### src/rtl/mem_pkg.sv
// mem_pkg -- shared types and constants for data_mem_responder.
//   state_t      : responder FSM states
//   dlen_t       : store size codes (data_length)
//   F3_*         : load type codes (funct3)
//   BE_*         : SRAM byte-lane enable patterns
//   store_be     : byte enables for a store of a given size and byte offset
//   store_wdata  : store data replicated onto every lane the size can hit
package mem_pkg;

   typedef enum logic [1:0] {
      IDLE    = 2'b00,
      RD_WAIT = 2'b01,
      WR      = 2'b10,
      RESP    = 2'b11
   } state_t;

   typedef enum logic [1:0] {
      DL_WORD = 2'b00,
      DL_HALF = 2'b01,
      DL_BYTE = 2'b10,
      DL_INV  = 2'b11
   } dlen_t;

   localparam logic [2:0] F3_LB  = 3'b000;
   localparam logic [2:0] F3_LH  = 3'b001;
   localparam logic [2:0] F3_LW  = 3'b010;
   localparam logic [2:0] F3_LBU = 3'b100;
   localparam logic [2:0] F3_LHU = 3'b101;

   localparam logic [3:0] BE_NONE    = 4'b0000;
   localparam logic [3:0] BE_BYTE0   = 4'b0001;
   localparam logic [3:0] BE_HALF_LO = 4'b0011;
   localparam logic [3:0] BE_HALF_HI = 4'b1100;
   localparam logic [3:0] BE_WORD    = 4'b1111;

   function automatic logic [3:0] store_be(input dlen_t dlen, input logic [1:0] off);
      logic [3:0] be;
      case (dlen)
         DL_WORD: be = BE_WORD;
         DL_HALF: be = off[1] ? BE_HALF_HI : BE_HALF_LO;
         DL_BYTE: be = BE_BYTE0 << off;
         default: be = BE_NONE;
      endcase
      return be;
   endfunction

   function automatic logic [31:0] store_wdata(input dlen_t dlen, input logic [31:0] d);
      logic [31:0] w;
      case (dlen)
         DL_BYTE: w = {4{d[7:0]}};
         DL_HALF: w = {2{d[15:0]}};
         default: w = d;
      endcase
      return w;
   endfunction

endpackage

### src/rtl/data_mem_responder_if.sv
// data_mem_responder_if -- request/response and SRAM bus of data_mem_responder.
//   Request : mem_rd_en, mem_wr_en, addr, wdata, data_length, funct3
//   Response: busy, rdata, rvalid, wdone, misalign
//   SRAM    : sram_cs, sram_we, sram_be, sram_addr, sram_wdata (to SRAM),
//             sram_rdata (from SRAM)
//   modport slave  : the responder
//   modport master : the requester together with the SRAM it talks to
interface data_mem_responder_if #(
   parameter int ADDR_W = 32
);
   logic              mem_rd_en;
   logic              mem_wr_en;
   logic [ADDR_W-1:0] addr;
   logic [31:0]       wdata;
   logic [1:0]        data_length;
   logic [2:0]        funct3;
   logic              busy;
   logic [31:0]       rdata;
   logic              rvalid;
   logic              wdone;
   logic              misalign;
   logic              sram_cs;
   logic              sram_we;
   logic [3:0]        sram_be;
   logic [ADDR_W-3:0] sram_addr;
   logic [31:0]       sram_wdata;
   logic [31:0]       sram_rdata;

   modport slave (
      input  mem_rd_en, mem_wr_en, addr, wdata, data_length, funct3, sram_rdata,
      output busy, rdata, rvalid, wdone, misalign,
             sram_cs, sram_we, sram_be, sram_addr, sram_wdata
   );

   modport master (
      output mem_rd_en, mem_wr_en, addr, wdata, data_length, funct3, sram_rdata,
      input  busy, rdata, rvalid, wdone, misalign,
             sram_cs, sram_we, sram_be, sram_addr, sram_wdata
   );
endinterface

### src/rtl/load_extend.sv
// load_extend -- picks the addressed lane out of an SRAM word and extends it.
//   word   : raw 32-bit SRAM read data
//   offset : byte offset of the load (addr[1:0])
//   funct3 : load type; LB/LH sign-extend, LBU/LHU zero-fill,
//            LW and undefined codes return the whole word
//   result : extended load value
module load_extend
   import mem_pkg::*;
(
   input  logic [31:0] word,
   input  logic [1:0]  offset,
   input  logic [2:0]  funct3,
   output logic [31:0] result
);

   logic [7:0]  byte_sel;
   logic [15:0] half_sel;

   always_comb begin
      case (offset)
         2'd0:    byte_sel = word[7:0];
         2'd1:    byte_sel = word[15:8];
         2'd2:    byte_sel = word[23:16];
         default: byte_sel = word[31:24];
      endcase
      half_sel = offset[1] ? word[31:16] : word[15:0];
      case (funct3)
         F3_LB:   result = {{24{byte_sel[7]}}, byte_sel};
         F3_LH:   result = {{16{half_sel[15]}}, half_sel};
         F3_LBU:  result = {{24{1'b0}}, byte_sel};
         F3_LHU:  result = {{16{1'b0}}, half_sel};
         default: result = word;
      endcase
   end

endmodule

### src/rtl/data_mem_responder.sv
// data_mem_responder -- turns single-cycle load/store pulses into SRAM cycles.
//   clk : clock, all state on rising edge
//   rst : asynchronous, active-low reset
//   bus : data_mem_responder_if.slave (request, response and SRAM signals)
// Parameters: ADDR_W byte-address width, WAIT_CYC SRAM read latency (1..7).
// Build option: define MISALIGN_TRAP_EN to trap misaligned half/word accesses
// (no SRAM cycle, one-cycle misalign pulse instead of rvalid/wdone).
module data_mem_responder
   import mem_pkg::*;
#(
   parameter int ADDR_W   = 32,
   parameter int WAIT_CYC = 1
) (
   input logic                 clk,
   input logic                 rst,
   data_mem_responder_if.slave bus
);

   state_t            state_q, state_d;
   logic [2:0]        cnt_q, cnt_d;
   logic [1:0]        off_q, off_d;
   logic [2:0]        f3_q, f3_d;
   logic [ADDR_W-3:0] waddr_q, waddr_d;
   logic [31:0]       wdata_q, wdata_d;
   dlen_t             dlen_q, dlen_d;
   logic [31:0]       rdata_q, rdata_d;
   logic [31:0]       ext_result;

   logic              busy, rvalid, wdone, cs, we;
   logic [3:0]        be;
   logic [ADDR_W-3:0] sram_addr;
   dlen_t             req_dlen;

   assign req_dlen = dlen_t'(bus.data_length);

`ifdef MISALIGN_TRAP_EN
   logic mis_q, mis_d, misalign, ld_mis, st_mis;

   assign ld_mis = ((bus.funct3 == F3_LH || bus.funct3 == F3_LHU) && bus.addr[0])
                || (bus.funct3 == F3_LW && bus.addr[1:0] != 2'b00);
   assign st_mis = (req_dlen == DL_HALF && bus.addr[0])
                || (req_dlen == DL_WORD && bus.addr[1:0] != 2'b00);
`endif

   load_extend u_load_extend (
      .word   (bus.sram_rdata),
      .offset (off_q),
      .funct3 (f3_q),
      .result (ext_result)
   );

   always_ff @(posedge clk or negedge rst) begin
      if (!rst) begin
         state_q <= IDLE;
         cnt_q   <= '0;
         off_q   <= '0;
         f3_q    <= '0;
         waddr_q <= '0;
         wdata_q <= '0;
         dlen_q  <= DL_WORD;
         rdata_q <= '0;
`ifdef MISALIGN_TRAP_EN
         mis_q   <= 1'b0;
`endif
      end else begin
         state_q <= state_d;
         cnt_q   <= cnt_d;
         off_q   <= off_d;
         f3_q    <= f3_d;
         waddr_q <= waddr_d;
         wdata_q <= wdata_d;
         dlen_q  <= dlen_d;
         rdata_q <= rdata_d;
`ifdef MISALIGN_TRAP_EN
         mis_q   <= mis_d;
`endif
      end
   end

   always_comb begin
      state_d   = state_q;
      cnt_d     = cnt_q;
      off_d     = off_q;
      f3_d      = f3_q;
      waddr_d   = waddr_q;
      wdata_d   = wdata_q;
      dlen_d    = dlen_q;
      rdata_d   = rdata_q;
`ifdef MISALIGN_TRAP_EN
      mis_d     = mis_q;
      misalign  = 1'b0;
`endif
      busy      = 1'b1;
      rvalid    = 1'b0;
      wdone     = 1'b0;
      cs        = 1'b0;
      we        = 1'b0;
      be        = BE_NONE;
      sram_addr = waddr_q;

      case (state_q)
         IDLE: begin
            busy      = 1'b0;
            sram_addr = bus.addr[ADDR_W-1:2];
            // Gating with rst keeps the combinational read select low while
            // reset is held, even if a request is being driven.
            if (rst && bus.mem_wr_en) begin
               waddr_d = bus.addr[ADDR_W-1:2];
               off_d   = bus.addr[1:0];
               wdata_d = bus.wdata;
               dlen_d  = req_dlen;
`ifdef MISALIGN_TRAP_EN
               mis_d   = st_mis;
               state_d = st_mis ? RESP : WR;
`else
               state_d = WR;
`endif
            end else if (rst && bus.mem_rd_en) begin
               off_d = bus.addr[1:0];
               f3_d  = bus.funct3;
               cnt_d = 3'(WAIT_CYC - 1);
`ifdef MISALIGN_TRAP_EN
               mis_d = ld_mis;
               if (ld_mis) begin
                  state_d = RESP;
               end else begin
                  cs      = 1'b1;
                  be      = BE_WORD;
                  state_d = RD_WAIT;
               end
`else
               cs      = 1'b1;
               be      = BE_WORD;
               state_d = RD_WAIT;
`endif
            end
         end
         RD_WAIT: begin
            if (cnt_q == '0) begin
               rdata_d = ext_result;
               state_d = RESP;
            end else begin
               cnt_d = cnt_q - 3'd1;
            end
         end
         WR: begin
            cs      = 1'b1;
            we      = 1'b1;
            be      = store_be(dlen_q, off_q);
            wdone   = 1'b1;
            state_d = IDLE;
         end
         default: begin
            // RESP doubles as the trap-report cycle when a misaligned access
            // was accepted, so no extra state is needed for it.
`ifdef MISALIGN_TRAP_EN
            if (mis_q) misalign = 1'b1;
            else       rvalid   = 1'b1;
`else
            rvalid = 1'b1;
`endif
            state_d = IDLE;
         end
      endcase
   end

   assign bus.busy       = busy;
   assign bus.rdata      = rdata_q;
   assign bus.rvalid     = rvalid;
   assign bus.wdone      = wdone;
   assign bus.sram_cs    = cs;
   assign bus.sram_we    = we;
   assign bus.sram_be    = be;
   assign bus.sram_addr  = sram_addr;
   assign bus.sram_wdata = store_wdata(dlen_q, wdata_q);
`ifdef MISALIGN_TRAP_EN
   assign bus.misalign   = misalign;
`else
   assign bus.misalign   = 1'b0;
`endif

endmodule

### src/flat_wrapper.sv
// flat-port wrapper written by rule: the top's interface ports become plain ports
module data_mem_responder_flat import mem_pkg::*;
#(
   parameter int ADDR_W   = 32,
   parameter int WAIT_CYC = 1
)
  (clk, rst, bus_mem_rd_en, bus_mem_wr_en, bus_addr, bus_wdata, bus_data_length, bus_funct3, bus_sram_rdata, bus_busy, bus_rdata, bus_rvalid, bus_wdone, bus_misalign, bus_sram_cs, bus_sram_we, bus_sram_be, bus_sram_addr, bus_sram_wdata);
  data_mem_responder_if #(.ADDR_W(ADDR_W)) bus_i ();
  input logic clk;
  input logic rst;
  input wire logic [$bits(bus_i.mem_rd_en)-1:0] bus_mem_rd_en;
  input wire logic [$bits(bus_i.mem_wr_en)-1:0] bus_mem_wr_en;
  input wire logic [$bits(bus_i.addr)-1:0] bus_addr;
  input wire logic [$bits(bus_i.wdata)-1:0] bus_wdata;
  input wire logic [$bits(bus_i.data_length)-1:0] bus_data_length;
  input wire logic [$bits(bus_i.funct3)-1:0] bus_funct3;
  input wire logic [$bits(bus_i.sram_rdata)-1:0] bus_sram_rdata;
  output wire logic [$bits(bus_i.busy)-1:0] bus_busy;
  output wire logic [$bits(bus_i.rdata)-1:0] bus_rdata;
  output wire logic [$bits(bus_i.rvalid)-1:0] bus_rvalid;
  output wire logic [$bits(bus_i.wdone)-1:0] bus_wdone;
  output wire logic [$bits(bus_i.misalign)-1:0] bus_misalign;
  output wire logic [$bits(bus_i.sram_cs)-1:0] bus_sram_cs;
  output wire logic [$bits(bus_i.sram_we)-1:0] bus_sram_we;
  output wire logic [$bits(bus_i.sram_be)-1:0] bus_sram_be;
  output wire logic [$bits(bus_i.sram_addr)-1:0] bus_sram_addr;
  output wire logic [$bits(bus_i.sram_wdata)-1:0] bus_sram_wdata;
  assign bus_i.mem_rd_en = bus_mem_rd_en;
  assign bus_i.mem_wr_en = bus_mem_wr_en;
  assign bus_i.addr = bus_addr;
  assign bus_i.wdata = bus_wdata;
  assign bus_i.data_length = bus_data_length;
  assign bus_i.funct3 = bus_funct3;
  assign bus_i.sram_rdata = bus_sram_rdata;
  assign bus_busy = bus_i.busy;
  assign bus_rdata = bus_i.rdata;
  assign bus_rvalid = bus_i.rvalid;
  assign bus_wdone = bus_i.wdone;
  assign bus_misalign = bus_i.misalign;
  assign bus_sram_cs = bus_i.sram_cs;
  assign bus_sram_we = bus_i.sram_we;
  assign bus_sram_be = bus_i.sram_be;
  assign bus_sram_addr = bus_i.sram_addr;
  assign bus_sram_wdata = bus_i.sram_wdata;
  data_mem_responder #(.ADDR_W(ADDR_W), .WAIT_CYC(WAIT_CYC)) u_core (.clk(clk), .rst(rst), .bus(bus_i));
endmodule
### config.mk
export PLATFORM = sky130hd
export DESIGN_NAME = data_mem_responder_flat
export DESIGN_NICKNAME = d
export VERILOG_FILES = /design/src/rtl/mem_pkg.sv /design/src/rtl/data_mem_responder_if.sv /design/src/rtl/load_extend.sv /design/src/rtl/data_mem_responder.sv /design/src/flat_wrapper.sv
export SDC_FILE = /design/constraint.sdc
export NUM_CORES = 1
export LEC_CHECK = 0
export ABC_CLOCK_PERIOD_IN_PS = 2200
export CAP_MARGIN = 10
export CORE_MARGIN = 8
export CORE_UTILIZATION = 30
export CTS_CLUSTER_DIAMETER = 80
export DETAILED_ROUTE_END_ITERATION = 7
export PLACE_DENSITY = 0.62
export SLEW_MARGIN = 20
export SYNTH_ARGS = -nofsm -noshare
export SYNTH_HDL_FRONTEND = slang
export SYNTH_HIERARCHICAL = 1
export SYNTH_SLANG_ARGS = --single-unit
export TNS_END_PERCENT = 30
### constraint.sdc
create_clock -name clk -period 2.2 [get_ports clk]
set_input_delay 0.44 -clock clk [delete_from_list [all_inputs] [get_ports clk]]
set_output_delay 0.44 -clock clk [all_outputs]
set_load 0.05 [all_outputs]
==> key figures, run 1 <==
Outcome
  – Status: finished with violations
  – Failing checks: negative setup slack

Floorplan
  – Site row count: 51
  – Starting Density: 30.4%
  – Die Width: roughly 160 µm
  – Core area: 19300 µm²
  – Die area: ~24000 µm²
  – Die Span Y: around 160 µm
  – # IOs: ~210

Timing
  – Final count of hold timing violations: 0
  – Period utilization: 104%
  – Tmin final: between 2 and 2.5 ns
  – Final Max Slew Viols: 0
  – Final hold slack: 0.204 ns
  – Fmax achieved: 0.437 GHz
  – Setup-violating endpoint count in the final report: 16
  – Slew margin rel.: 36.5%
  – RSZ-0062 raised after global routing: true
  – Slew @ Worst Pin: between 0.9 and 1 ns
  – Worst Clk Skew: 0.00911 ns
  – Smallest setup slack after layout: -0.0878 ns

Clock network
  – TritonCTS buffer count: 9
  – TritonCTS clock tree: yes
  – CTS root buf: clkbuf_16
  – CTS Buffer Depth: 2
  – Clk sinks: 106
  – Htree depth: 3
  – Clock latency on the worst-skew pair: between 0.3 and 0.4 ns
  – Clock-pin slew on the worst setup and hold paths: 0.07 ns

Yosys
  – EDFF count, synth: 0
  – Seq/Total Area, Yosys: a little under half
  – Cells after synthesis: 506
  – #FFs+latches synth: 106
  – Synth area leaders: dfrtp_1 (45%), mux2_2 (16%), mux2_4 (13%)
  – Most frequent cell after synthesis: dfrtp_1
  – Mapped Avg Cell Area: 11.6 µm²
  – Area leader, netlist: dfrtp_1
  – Synth top area share: 45.1%
  – Mapped cell area: 5880 µm²
  – Mapped Nets: 617
  – Cell variety after synth: 38
  – Main synth FF type: dfrtp_1
  – Post-synth ARST share: 100%
  – Synth top cells by count: dfrtp_1 (106), mux2_2 (83), mux2_4 (49)
  – Synth warn: 6

Drt
  – DR vias/cell: 4.83
  – # DRC: 0
  – Via count: between 4000 and 5000
  – DRT iter0 DRCs: 200
  – WL/cell: 19.4 µm
  – DRT antenna net count: 0
  – Routed wire length: about 19 mm
  – TritonRoute pass-1 iters: 4

Finish
  – Fin area: 9210 µm²
  – Nets: 825
  – Area delta synth->final: 56.7%
  – Layout cells sized above 1: 40.6%
  – Layout Cells excl Fill: 983

Worst setup path
  – R2r startpoint: u_core/off_q[0]$_DFFE_PN0P_
  – Worst setup SP type: flop
  – End of the critical path: bus_sram_be[2]
  – Worst r2r dst: u_core/bus.rdata[30]$_DFFE_PN0P_
  – CP Data Arrival Time: approximately 1.9 ns
  – Worst-path maximum fanout: 4
  – WS Path Type: reg2out
  – CP Data Required Time: 1.76 ns
  – Crit. End Element: output port
  – CP startpoint: u_core/dlen_q[0]$_DFFE_PN0P_
  – Register-to-register setup slack: 0.27 ns
  – FF-to-FF path depth: 6

Min path
  – Worst hold path class: in2async

Global routing
  – Grt ovf: 0
  – Initial antenna violation count: 2
  – Largest net degree at the start of global routing: 72
  – GRT Overall Usage: 15.0%
  – Vias in the first global route: between 5000 and 6000
  – First-pass GRT wire length: ~29 mm

Placement
  – Post-DP Area: 8470 µm²
  – Final HPWL DP: approximately 14 mm
  – # placed instances: about 960
  – RD Place Congestion: 0.860
  – Port Buffers: 207

Flow run
  – Maxcap violations: 0
## critical path: stages (launching register included)
cell	delay [ns]
dfrtp_2	0.47
ha_4	0.19
nor3b_4	0.24
o21ai_1	0.13
buf_4	0.17
o21ai_4	0.15
buf_12	0.16
## cell type report
class	count	area [µm²]
diodes	1	2.50
multi-input cells	335	3110
clock inverters	3	42.5
inverters	18	70.1
repair buffers	244	2760
well taps	265	332
flip-flops and latches	106	2660
clock buffers	11	233
fillers	1748	10100
## cells by family after synthesis
logic type | Yosys count | synth area share (%)
other | 1 | 0.0638
AND/OR/NAND/NOR | 104 | 8.81
AO/OA/AOI/OAI | 91 | 10.1
multiplexers | 133 | 28.6
flip-flops | 106 | 45.1
adder cells (fa/ha/maj) | 6 | 1.28
buffers and inverters | 65 | 6.00
## worst min-delay path by stage
| stage | from | to | slack (ns) | cells past startpoint |
|---|---|---|---|---|
| 2_1_floorplan | rst | u_core/bus.rdata[0]$_DFFE_PN0P_ | 0.14 | 0 |
| 3_3_place_gp | rst | u_core/state_q[0]$_DFFE_PN0P_ | 0.26 | 1 |
| 3_5_place_dp | rst | u_core/state_q[1]$_DFFE_PN0P_ | 0.26 | 1 |
| 4_1_cts | rst | u_core/waddr_q[28]$_DFFE_PN0P_ | 0.22 | 2 |
| 5_1_grt | rst | u_core/waddr_q[21]$_DFFE_PN0P_ | 0.23 | 2 |
| 6_report | rst | u_core/waddr_q[21]$_DFFE_PN0P_ | 0.20 | 2 |
## timing repair
action	CTS	global route
hold buffers	1	0
hold endpoints to repair	2	0
setup buffers	3	4
endpoints found under the setup margin	51	57
pin swaps	3	6
cloned	0	1
gates resized for setup	42	40
## layer usage
metal	wire length [µm]	global-route usage, %	vias up
met5	27	0	-
met4	373	5.13	4
met3	1760	5.15	27
met2	9100	24.1	202
met1	7820	18.3	2336
li1	-	-	2176
## through the flow
stage               setup TNS, ns  setup WS (ns)  util (%)
floorplan                   -3.74         -0.254         -
global placement            -1.95         -0.214      43.8
detailed placement          -2.90         -0.263      43.8
CTS                        -0.408        -0.0446      46.3
global route                -2.50         -0.167      47.6
finish                     -0.469        -0.0878      47.6
## cells in the final DEF, fill, tap and decap left out, types with 4 or more instances in the layout
cell type,netlist,routed
a22oi_2,0,6
dfrtp_2,0,4
inv_1,18,16
nand2b_1,9,8
o21ai_0,29,24
nor2b_1,23,21
nor2_1,12,10
o21ai_1,4,6
a221o_1,8,8
o22ai_2,0,8
clkbuf_16,0,10
buf_4,10,37
dfrtp_1,106,102
a22o_1,8,7
clkdlybuf4s50_1,0,143
buf_12,0,36
nand2_1,46,46
a21oi_2,0,8
buf_6,8,26
ha_4,0,4
mux2_4,49,49
a22oi_1,15,9
mux2_2,83,83
## sequential cells by signal, indices dropped and copies added (netlist names)
signal	count
u_core/f3_q	3
u_core/state_q	2
u_core/waddr_q	30
u_core/dlen_q	2
u_core/cnt_q	3
u_core/off_q	2
u_core/bus.rdata	32
u_core/wdata_q	32
Power of run 1 is not shown: default switching activity piles up to over one toggle a cycle in this logic, so the estimate is an artifact.
==> run 2, diff against run 1 <==
SLEW_MARGIN = default   (was 20)
==> results of run 2 <==
Final layout, timing and power as in run 1 (identical DEF).
Power of run 2 is left out for the same reason.
==> run 3, diff against run 2 <==
CORE_MARGIN = default   (was 8)
==> run 3 against run 2 <==
  * The run still ends with negative setup slack left
  * Wire length shrank 5.3%
  * Worst setup slack improved by 0.046 ns
  * Register-to-register slack lost 0.15 ns
  * Global-route usage is 2.8 points higher
  * Critical path type unchanged
  * Highest routed layer unchanged
==> key figures, run 3 (synthesized netlist as in run 1, its figures left out) <==
Finish
  – Area delta synth->final: 60.0%
  – Nets: 828 (+0.36%)
  – Antenna Cells: 0 (-1)
  – Most frequent cells in the layout: clkdlybuf4s50_1 (141), dfrtp_1 (102), mux2_4 (66), mux2_2 (66), nand2_1 (44)
  – Commonest non-fill, non-tap cell in the layout: clkdlybuf4s50_1
  – Fillers: 1674 (-4.2%)
  – Layout cells sized above 1: 41.3% (+0.69 points)

Global routing
  – GRT Overall Usage: 17.8% (+2.8 points)
  – Initial antenna violation count: 2 (unchanged)
  – First-pass GRT wire length: 27.2 mm (-4.6%)
  – Vias in the first global route: 4888 (-3.1%)
  – Largest net degree at the start of global routing: 65 (-9.7%)
  – Grt ovf: 0 (unchanged)

Timing
  – Setup-violating endpoint count in the final report: 13 (-3)
  – Final count of hold timing violations: 0 (unchanged)
  – Final Max Slew Viols: 0 (unchanged)
  – Fmax achieved: 0.446 GHz (+2.0%)
  – RSZ-0062 raised after global routing: true
  – Slew margin rel.: 42.9% (+6.5 points)
  – Period utilization: 102% (-2.1 points)
  – Final hold slack: 0.199 ns (-0.00490 ns)
  – Setup TNS: -0.354 ns (+0.114 ns)
  – Tmin final: 2.24 ns (-0.0458 ns)
  – Smallest setup slack after layout: -0.0420 ns (+0.0458 ns)
  – Slew @ Worst Pin: 0.856 ns (-0.0968 ns)
  – Worst Clk Skew: 0.00857 ns (-0.000542 ns)

Drt
  – DRT iter0 DRCs: 128 (-36%)
  – DRT antenna net count: 0 (unchanged)
  – DR vias/cell: 4.84 (+0.33%)
  – WL/cell: 18.4 µm (-5.2%)
  – TritonRoute pass-1 iters: 4 (unchanged)
  – Routed wire length: 18.1 mm (-5.3%)
  – # DRC: 0 (unchanged)
  – Via count: 4756 (+0.23%)

Outcome
  – Status: finished with violations
  – Failing checks: negative setup slack

Worst setup path
  – Worst-path maximum fanout: 4 (unchanged)
  – WS Path Type: reg2out
  – CP Data Required Time: 1.76 ns (about the same)
  – Worst setup SP type: flop
  – CP Data Arrival Time: 1.80 ns (-0.05 ns)
  – Crit. End Element: output port

Placement
  – Post-Place Worst Slack: -0.190 ns (+0.0733 ns)
  – Final HPWL DP: 13.0 mm (-8.0%)
  – Port Buffers: 207 (unchanged)
  – RD Place Congestion: 0.863 (+0.26%)

Floorplan
  – Die Width: 142 µm (-9.0%)
  – Starting Density: 31.0% (+0.61 points)
  – Die area: 20200 µm² (-17%)
  – Die Span Y: 142 µm (-9.0%)
  – # IOs: 209 (unchanged)
  – Core area: 19000 µm² (-2.0%)
  – Site row count: 50 (-2.0%)

Clock network
  – TritonCTS buffer count: 9 (unchanged)
  – Clock-pin slew on the worst setup and hold paths: 0.07 ns (about the same)
  – CTS root buf: clkbuf_16
  – Clk sinks: 106 (unchanged)
  – Htree depth: 3 (unchanged)
  – CTS Buffer Depth: 2 (unchanged)
  – TritonCTS clock tree: yes
  – Clock latency on the worst-skew pair: 0.35 ns (about the same)

Flow run
  – Maxcap violations: 0 (unchanged)

Min path
  – Worst hold path class: in2async
-- run 3: path summary, 6_finish.rpt --
kind / startpoint / endpoint / slack (ns) / cells past startpoint
max in group asynchronous: rst / u_core/state_q[1]$_DFFE_PN0P_ / 1.27 / 2
min: rst / u_core/waddr_q[13]$_DFFE_PN0P_ / 0.20 / 2
min in group clk: rst / u_core/state_q[0]$_DFFE_PN0P_ / 0.43 / 3
max reg2reg: u_core/off_q[0]$_DFFE_PN0P_ / u_core/bus.rdata[9]$_DFFE_PN0P_ / 0.12 / 5
min reg2reg: u_core/waddr_q[3]$_DFFE_PN0P_ / u_core/waddr_q[3]$_DFFE_PN0P_ / 0.51 / 1
max: u_core/dlen_q[1]$_DFFE_PN0P_ / bus_sram_be[3] / -0.04 / 6
-- run 3: stage by stage --
| stage | utilization, % | instances | cell area (µm²) |
|---|---|---|---|
| after floorplan | - | 506 | 5890 |
| after global placement | 44.7 | 954 | 8480 |
| after detailed placement | 44.7 | 954 | 8480 |
| after CTS | 48.3 | 979 | 9150 |
| after global routing | 49.6 | 982 | 9410 |
| final | 49.6 | 982 | 9410 |
-- run 3: timing repair --
item                                    4_1_cts  5_1_grt
pin swaps                                    13        7
endpoints found under the setup margin       58       60
endpoints found under the hold margin         8        0
cloned                                        1        1
gates resized for setup                      62       51
hold buffers                                  1        0
setup buffers                                 7        2
-- run 3: cell type report --
cell class	instances	area (µm²)	area share (%)
Sequential cell	106	2660	28.3
Multi-Input combinational cell	335	3190	33.9
Inverter	18	70.1	0.745
Clock inverter	7	98.8	1.05
Tap cell	260	325	3.46
Clock buffer	9	225	2.39
Timing Repair Buffer	247	2840	30.2
-- run 3: worst max-delay path, cell delays in order, from the launching register on --
cell and delay, ns:
dfrtp_2 0.47, ha_4 0.19, nor3b_4 0.28, a32oi_2 0.12, buf_6 0.16, o21ai_4 0.07, buf_12 0.16
-- run 3: per-layer routing --
metal	part of all wire [%]	GRT usage, %	vias to the layer above
met5	0.12	0	-
li1	-	-	2192
met4	1.6	4.64	4
met2	49	30.0	193
met3	8.6	6.66	19
met1	41	21.3	2348
Power of run 3 is left out for the same reason.
